===== src/rtl/mult32x32_fast_fsm.sv =====
// mult32x32_fast_fsm: control sequencer for the fast 32x32 multiplier.
// Steps through the 16x16 partial products A0B0, A0B1, A1B0, A1B1 and skips
// any product whose MSW operand word was zero when the multiply started.
// This gives 1, 2 or 4 product cycles per operation.
// Optional build macro MULT_FSM_STATS_EN adds the ops_cnt/skip_cnt
// saturating statistics counters.
//
// Handshake: start is sampled only in IDLE. An accepted start clears the
// product register in the same cycle (clr_prod). busy stays high for every
// product cycle. done pulses for one cycle, in the first IDLE cycle after the
// last product cycle. A start in that cycle is accepted. A start while busy
// is dropped.
module mult32x32_fast_fsm #(
  parameter int unsigned SKIP_ZERO_MSW = 1,
  parameter int unsigned CNT_W         = 16
) (
  input  logic             clk,
  input  logic             reset,
  input  logic             start,
  input  logic             a_msw_is_0,
  input  logic             b_msw_is_0,
  output logic             busy,
  output logic             done,
  output logic             a_sel,
  output logic             b_sel,
  output logic [1:0]       shift_sel,
  output logic             upd_prod,
  output logic             clr_prod,
  output logic [2:0]       dbg_state
`ifdef MULT_FSM_STATS_EN
  ,
  output logic [CNT_W-1:0] ops_cnt,
  output logic [CNT_W-1:0] skip_cnt
`endif
);

  typedef enum logic [2:0] {
    S_IDLE = 3'd0,
    S_P00  = 3'd1,
    S_P01  = 3'd2,
    S_P10  = 3'd3,
    S_P11  = 3'd4
  } state_t;

  state_t r_state;
  state_t w_next;
  logic   r_az;
  logic   r_bz;
  logic   r_done;
  logic   w_accept;
  logic   w_last;
  logic   w_skip_en;

  assign w_skip_en = (SKIP_ZERO_MSW != 0);
  assign done      = r_done;
  assign dbg_state = r_state;

  // Next-state and output decode; product states are Moore, clr_prod is Mealy in IDLE
  always_comb begin
    w_next    = r_state;
    busy      = 1'b0;
    a_sel     = 1'b0;
    b_sel     = 1'b0;
    shift_sel = 2'd0;
    upd_prod  = 1'b0;
    clr_prod  = 1'b0;
    w_accept  = 1'b0;
    w_last    = 1'b0;
    case (r_state)
      S_IDLE: begin
        // A start coinciding with reset is not accepted, so it must not clear either
        if (start && !reset) begin
          clr_prod = 1'b1;
          w_accept = 1'b1;
          w_next   = S_P00;
        end
      end
      S_P00: begin
        busy     = 1'b1;
        upd_prod = 1'b1;
        if (!w_skip_en || !r_bz) begin
          w_next = S_P01;
        end else if (!r_az) begin
          w_next = S_P10;
        end else begin
          w_next = S_IDLE;
          w_last = 1'b1;
        end
      end
      S_P01: begin
        busy      = 1'b1;
        upd_prod  = 1'b1;
        b_sel     = 1'b1;
        shift_sel = 2'd1;
        if (!w_skip_en || !r_az) begin
          w_next = S_P10;
        end else begin
          w_next = S_IDLE;
          w_last = 1'b1;
        end
      end
      S_P10: begin
        busy      = 1'b1;
        upd_prod  = 1'b1;
        a_sel     = 1'b1;
        shift_sel = 2'd1;
        if (!w_skip_en || !r_bz) begin
          w_next = S_P11;
        end else begin
          w_next = S_IDLE;
          w_last = 1'b1;
        end
      end
      S_P11: begin
        busy      = 1'b1;
        upd_prod  = 1'b1;
        a_sel     = 1'b1;
        b_sel     = 1'b1;
        shift_sel = 2'd2;
        w_next    = S_IDLE;
        w_last    = 1'b1;
      end
      default: begin
        w_next = S_IDLE;
      end
    endcase
  end

  // State register, operand-flag latches and registered done pulse
  always_ff @(posedge clk) begin
    if (reset) begin
      r_state <= S_IDLE;
      r_az    <= 1'b0;
      r_bz    <= 1'b0;
      r_done  <= 1'b0;
    end else begin
      r_state <= w_next;
      r_done  <= w_last;
      if (w_accept) begin
        r_az <= a_msw_is_0;
        r_bz <= b_msw_is_0;
      end
    end
  end

`ifdef MULT_FSM_STATS_EN
  logic [1:0]     w_skipped;
  logic [CNT_W:0] w_skip_sum;

  // Products skipped by the operation now finishing. The flags still hold that
  // operation's values here, even when a new start lands in the done cycle.
  always_comb begin
    w_skipped = 2'd0;
    if (w_skip_en) begin
      if (r_az && r_bz) begin
        w_skipped = 2'd3;
      end else if (r_az ^ r_bz) begin
        w_skipped = 2'd2;
      end
    end
  end

  assign w_skip_sum = {1'b0, skip_cnt} + (CNT_W+1)'(w_skipped);

  // Saturating statistics counters, advanced once per done pulse
  always_ff @(posedge clk) begin
    if (reset) begin
      ops_cnt  <= '0;
      skip_cnt <= '0;
    end else if (r_done) begin
      if (ops_cnt != '1) begin
        ops_cnt <= ops_cnt + CNT_W'(1);
      end
      if (w_skip_sum[CNT_W]) begin
        skip_cnt <= '1;
      end else begin
        skip_cnt <= w_skip_sum[CNT_W-1:0];
      end
    end
  end
`else
  // CNT_W only sizes the statistics counters; this tie-off keeps it referenced
  logic [CNT_W-1:0] w_unused_cnt_w;
  assign w_unused_cnt_w = '0;
`endif

endmodule


===== config.mk =====
export PLATFORM = sky130hd
export DESIGN_NAME = mult32x32_fast_fsm
export DESIGN_NICKNAME = d
export VERILOG_FILES = /design/src/rtl/mult32x32_fast_fsm.sv
export SDC_FILE = /design/constraint.sdc
export NUM_CORES = 1
export LEC_CHECK = 0
export CAP_MARGIN = 20
export CORE_AREA = 2 2 39 41
export CTS_BUF_LIST = sky130_fd_sc_hd__clkbuf_16
export CTS_CLUSTER_DIAMETER = 200
export DETAILED_ROUTE_END_ITERATION = 10
export DIE_AREA = 0 0 41 43
export PLACE_DENSITY = 0.64
export SLEW_MARGIN = 20
export SYNTH_ARGS = -nofsm -noshare
export SYNTH_HDL_FRONTEND = slang
export SYNTH_SLANG_ARGS = --single-unit

===== constraint.sdc =====
create_clock -name clk -period 1 [get_ports clk]
set_input_delay 0.2 -clock clk [delete_from_list [all_inputs] [get_ports clk]]
set_output_delay 0.2 -clock clk [all_outputs]
set_load 0.05 [all_outputs]

Word level (Yosys, flattened, before mapping)
Cells that the tools add are included.
{"block": "word_totals", "ff_bits": 6, "inputBits": 5, "out_inout_bits": 11, "word_cells": 31}
{"block": "classes", "n_eq_ne": 5, "n_mux": 15, "n_reduce_logical": 7}
{"op": "3-bit case mux with 4 select lines", "n": 1}
{"op": "1-bit 2-to-1 mux", "n": 8}
{"op": "3-bit by 2-bit equality test with 1-bit output (second input constant)", "n": 2}
{"op": "3-bit 2-to-1 mux", "n": 2}
{"op": "2-bit OR reduction", "n": 3}
{"op": "2-bit 2-to-1 mux", "n": 2}
{"op": "1-bit case mux with 4 select lines", "n": 1}
{"op": "2-bit case mux with 2 select lines", "n": 1}
{"op": "4-bit OR reduction", "n": 1}
{"op": "3-bit by 1-bit equality test with 1-bit output (second input constant)", "n": 1}
{"op": "3-bit equality test (second input constant)", "n": 1}
{"op": "3-bit zero test", "n": 1}
{"op": "2-bit inequality test (second input constant)", "n": 1}
{"op": "1-bit logical AND", "n": 1}
{"op": "1-bit zero test", "n": 1}

Logic depth before layout (Yosys ltp)
{"block": "depth", "word_depth": 4, "depth_mapped": 5, "mapped_depth_nobuf": 4}

Worst setup path before layout
OpenSTA, ideal clock, no wires.
{"block": "synth_timing", "path_kind": "register to output", "from": "reg r_state[0], in the netlist dbg_state[0]", "to": "out upd_prod", "arrival_ps": 2159, "required_ps": 800, "path_slack_ps": -1359, "stages_incl_launch_ff": 5, "n_path_buf": 2, "path_cell_list": "dfxtp_1 -> buf_4 -> nor2_1 -> xnor2_1 -> buf_4"}
{"block": "synth_between", "elab_chain_len": 3, "word_cells_on_any_way": 6, "classes_between": "eq/ne (4); mux (1); reduce/logical (1)"}
{"element": "start, declared", "line": "45", "text": "state_t r_state;"}
{"element": "start signal, assigned", "line": "137", "text": "r_state <= w_next;"}
{"element": "3-bit by 2-bit equality test with 1-bit output (tied with other cells)"}
{"element": "4-bit OR reduction (no source line) (*)"}
{"element": "1-bit 2-to-1 mux (*)"}
{"element": "end, declared", "line": "27", "text": "output logic upd_prod,"}
Mark *: on every way between the ends. The rest lies on a longest branch, timed or not.

Final worst setup path
{"block": "layout_timing", "from": "reg r_state[2], in the netlist dbg_state[2]", "to": "out b_sel"}
{"block": "layout_between", "elab_chain_len": 3, "word_cells_on_any_way": 4, "classes_between": "eq/ne (2); mux (1); reduce/logical (1)"}
{"element": "3-bit by 2-bit equality test with 1-bit output or 3-bit equality test (tied branches)", "line": "69", "text": "case (r_state)"}
{"element": "2-bit OR reduction (no source line) (*)"}
{"element": "1-bit 2-to-1 mux (*)", "line": "69"}
{"element": "end, declared", "line": "25", "text": "output logic b_sel,"}
Marked as above.

==> run metrics <==
status finished, violations left; violations in the final reports setup timing; worst clock skew on the final layout 0.00278 ns; most used standard cell by instance count after synthesis dfxtp_1; length in cells of the worst reg-to-reg path 5; Std-Cell Core Area approximately 0.0014 mm^2; via count of the first global-routing pass a little over 400; max-slew violation count 0; share of flip-flops with an asynchronous set or reset after synthesis 0; number of levels in the clock H-tree 1; Worst Hold Path Cells 1; synthesized area per cell ~8.9 um^2; areal power density over the cells roughly 3900 mW/mm^2; insertion delay of the later-clocked pin in the worst-skew pair between 0.2 and 0.25 ns; Slew headroom 0.812; primary flip-flop cell chosen by synthesis mapping dfxtp_1; Worst Hold Margin 0.508 ns; minimum clock period ~1.4 ns; share of the yosys chip area belonging to registers 0.339; starting density of the core 0.256; Area Overhead vs Synth 173%; Finish-stage setup viols 15; number of design-rule violations left by the first detailed-router iteration 5; cell area after technology mapping approximately 350 um^2; number of enable-type register cells in the synthesized netlist 0; number of storage elements in the synthesis netlist 6; Residual DRC 0; clk sinks 6; Inserted Clock Buffers 3; global router's overall resource usage 0.144; standard-cell row count 14; placed cell area 787 um^2; worst min-delay path class flip-flop to flip-flop; count of warnings emitted by yosys 0; largest net degree at the start of global routing 9; final routed wire length divided by cell count roughly 13 um; kind of launch point of the worst setup path flip-flop; GR Overflow Total 0; Least-Margin Pin Slew 0.281 ns; nature of the critical path endpoint primary output; cell taking the most area after synthesis dfxtp_1; horizontal die dimension 41 um; peak supply drop 1.98 mV; diode count 0; maximum buffer depth of the clock tree 2; global-route wire length before repair between 1500 and 2000 um; antenna violations before repair 0; clock-pin transition on the worst setup and hold timing paths 0.04 ns; Root Driver clkbuf_16; overall power about 3800 uW; post-synthesis instance total 40; total via count after detailed routing roughly 420; setup repair after global routing missed its margin true; Die Span Y around 43 um; final net count between 80 and 90; routed wire length between 1000 and 1500 um; top cell types by occurrence after synthesis 6 x dfxtp_1, 4 x nand2_1, 4 x nor2_1; First-pass DRT Iterations 4; number of filler cells placed in the layout 97; count of distinct cell types in the synthesized netlist 20; max_cap viols 0; Setup CP Type flip-flop to primary output; num ports 16; CTS Hold Bufs 0; leakage a little under 0.0004 uW; upper clock frequency limit between 700 and 800 MHz; clock tree from TritonCTS yes; final estimated routing congestion in global placement approximately 0.8; post-detailed-placement half-perimeter wirelength a little over 700 um; Yosys top cell area share 0.339; worst path setup slack after routing -0.403 ns; # port buffers 15; required time of the critical path approximately 0.8 ns; floorplan die area approximately 0.0018 mm^2; share of the cycle needed by the critical path after routing 1.40; arrival time of data at the critical path endpoint 1.20 ns; Layout Cell Area excl Fill around 970 um^2; synthesized net count 45; post-layout util 0.699; peak fanout along the critical path 8; Vias/cell 4.58; ratio of cells with drive above 1 in the final layout 0.693; dominant cells by area after synthesis dfxtp_1 34%, nor4b_4 6.7%, buf_6 6.4%, mux2i_1 5.7%, xnor2_1 4.9%; number of nets still failing antenna checks after routing 0; final number of hold-violating endpoints 0
==> timing repair <==
item | in CTS | in global routing
gates resized for setup | 7 | 4
pin swaps | 5 | 3
buffers inserted | 6 | 3
setup endpoints to repair | 15 | 15
==> stage by stage <==
step,instances,setup TNS (ns),setup WS (ns)
3_3_place_gp,79,-2.31,-0.337
6_report,91,-4.46,-0.403
3_5_place_dp,79,-2.46,-0.345
2_1_floorplan,40,-3.29,-0.488
5_1_grt,91,-4.99,-0.459
4_1_cts,89,-4.02,-0.403
==> critical path, stage by stage (launching register included) <==
cell and delay (ns):
dfxtp_4 0.40, or2b_1 0.28, a21oi_4 0.15, buf_12 0.15
==> where the power goes <==
group	internal (uW)	switching (uW)	leakage (uW)
clock network	520	149	0.0000423
registers	323	106	0.0000512
logic	1440	1260	0.000301
==> logic make-up (layout without fill, tap and decap cells) <==
kind of cell,count (synthesis),count (layout),synth area share
AND/OR/NAND/NOR,17,17,0.293
AO/OA/AOI/OAI,7,7,0.134
flip-flops,6,6,0.339
buffers and inverters,6,41,0.127
XOR/XNOR,2,2,0.0495
multiplexers,2,2,0.0565
==> per-layer routing <==
metal / vias to the layer above / track usage / routed length (um) / share of wire
met5: - / 0 / 0 / 0
met4: 0 / 0.100 / 19 / 0.017
met3: 2 / 0.0471 / 49 / 0.043
met2: 13 / 0.253 / 674 / 0.59
met1: 197 / 0.123 / 397 / 0.35
li1: 205 / - / - / -
==> sequential cells by signal, indices dropped and copies added (netlist names) <==
name and cells:
done 1, dbg_state 3, r_bz 1, r_az 1
==> final cells by class <==
| type | count | area, um^2 | share of cell area |
|---|---|---|---|
| multi-input combinational | 28 | 277 | 0.286 |
| timing repair buffer | 35 | 445 | 0.461 |
| clock inverter | 1 | 3.75 | 0.00388 |
| tap | 16 | 20.0 | 0.0207 |
| inverter | 2 | 15.0 | 0.0155 |
| clock buffer | 3 | 75.1 | 0.0776 |
| sequential | 6 | 131 | 0.136 |
==> placed cells by master, fill, tap and decap left out, drive strengths merged <==
| master | instances |
|---|---|
| a211oi | 1 |
| a21o | 1 |
| a21oi | 2 |
| a31oi | 1 |
| buf | 31 |
| clkbuf | 3 |
| clkdlybuf4s50 | 4 |
| clkinvlp | 2 |
| dfxtp | 6 |
| inv | 1 |
| mux2i | 2 |
| nand2 | 4 |
| nand2b | 2 |
| nand3b | 1 |
| nor2 | 4 |
| nor3 | 3 |
| nor3b | 1 |
| nor4b | 1 |
| o211ai | 1 |
| o22a | 1 |
| or2b | 1 |
| xnor2 | 2 |
==> path summary, 6_finish.rpt <==
| path | from | end | slack, ns |
|---|---|---|---|
| worst min register to register | dbg_state[2] | dbg_state[0] | 0.51 |
| worst max register to register | dbg_state[0] | r_az | -0.27 |
| worst min-delay path | dbg_state[2] | dbg_state[0] | 0.51 |
| worst max-delay path | dbg_state[2] | b_sel | -0.40 |
Power figures use the tool's default switching activity.
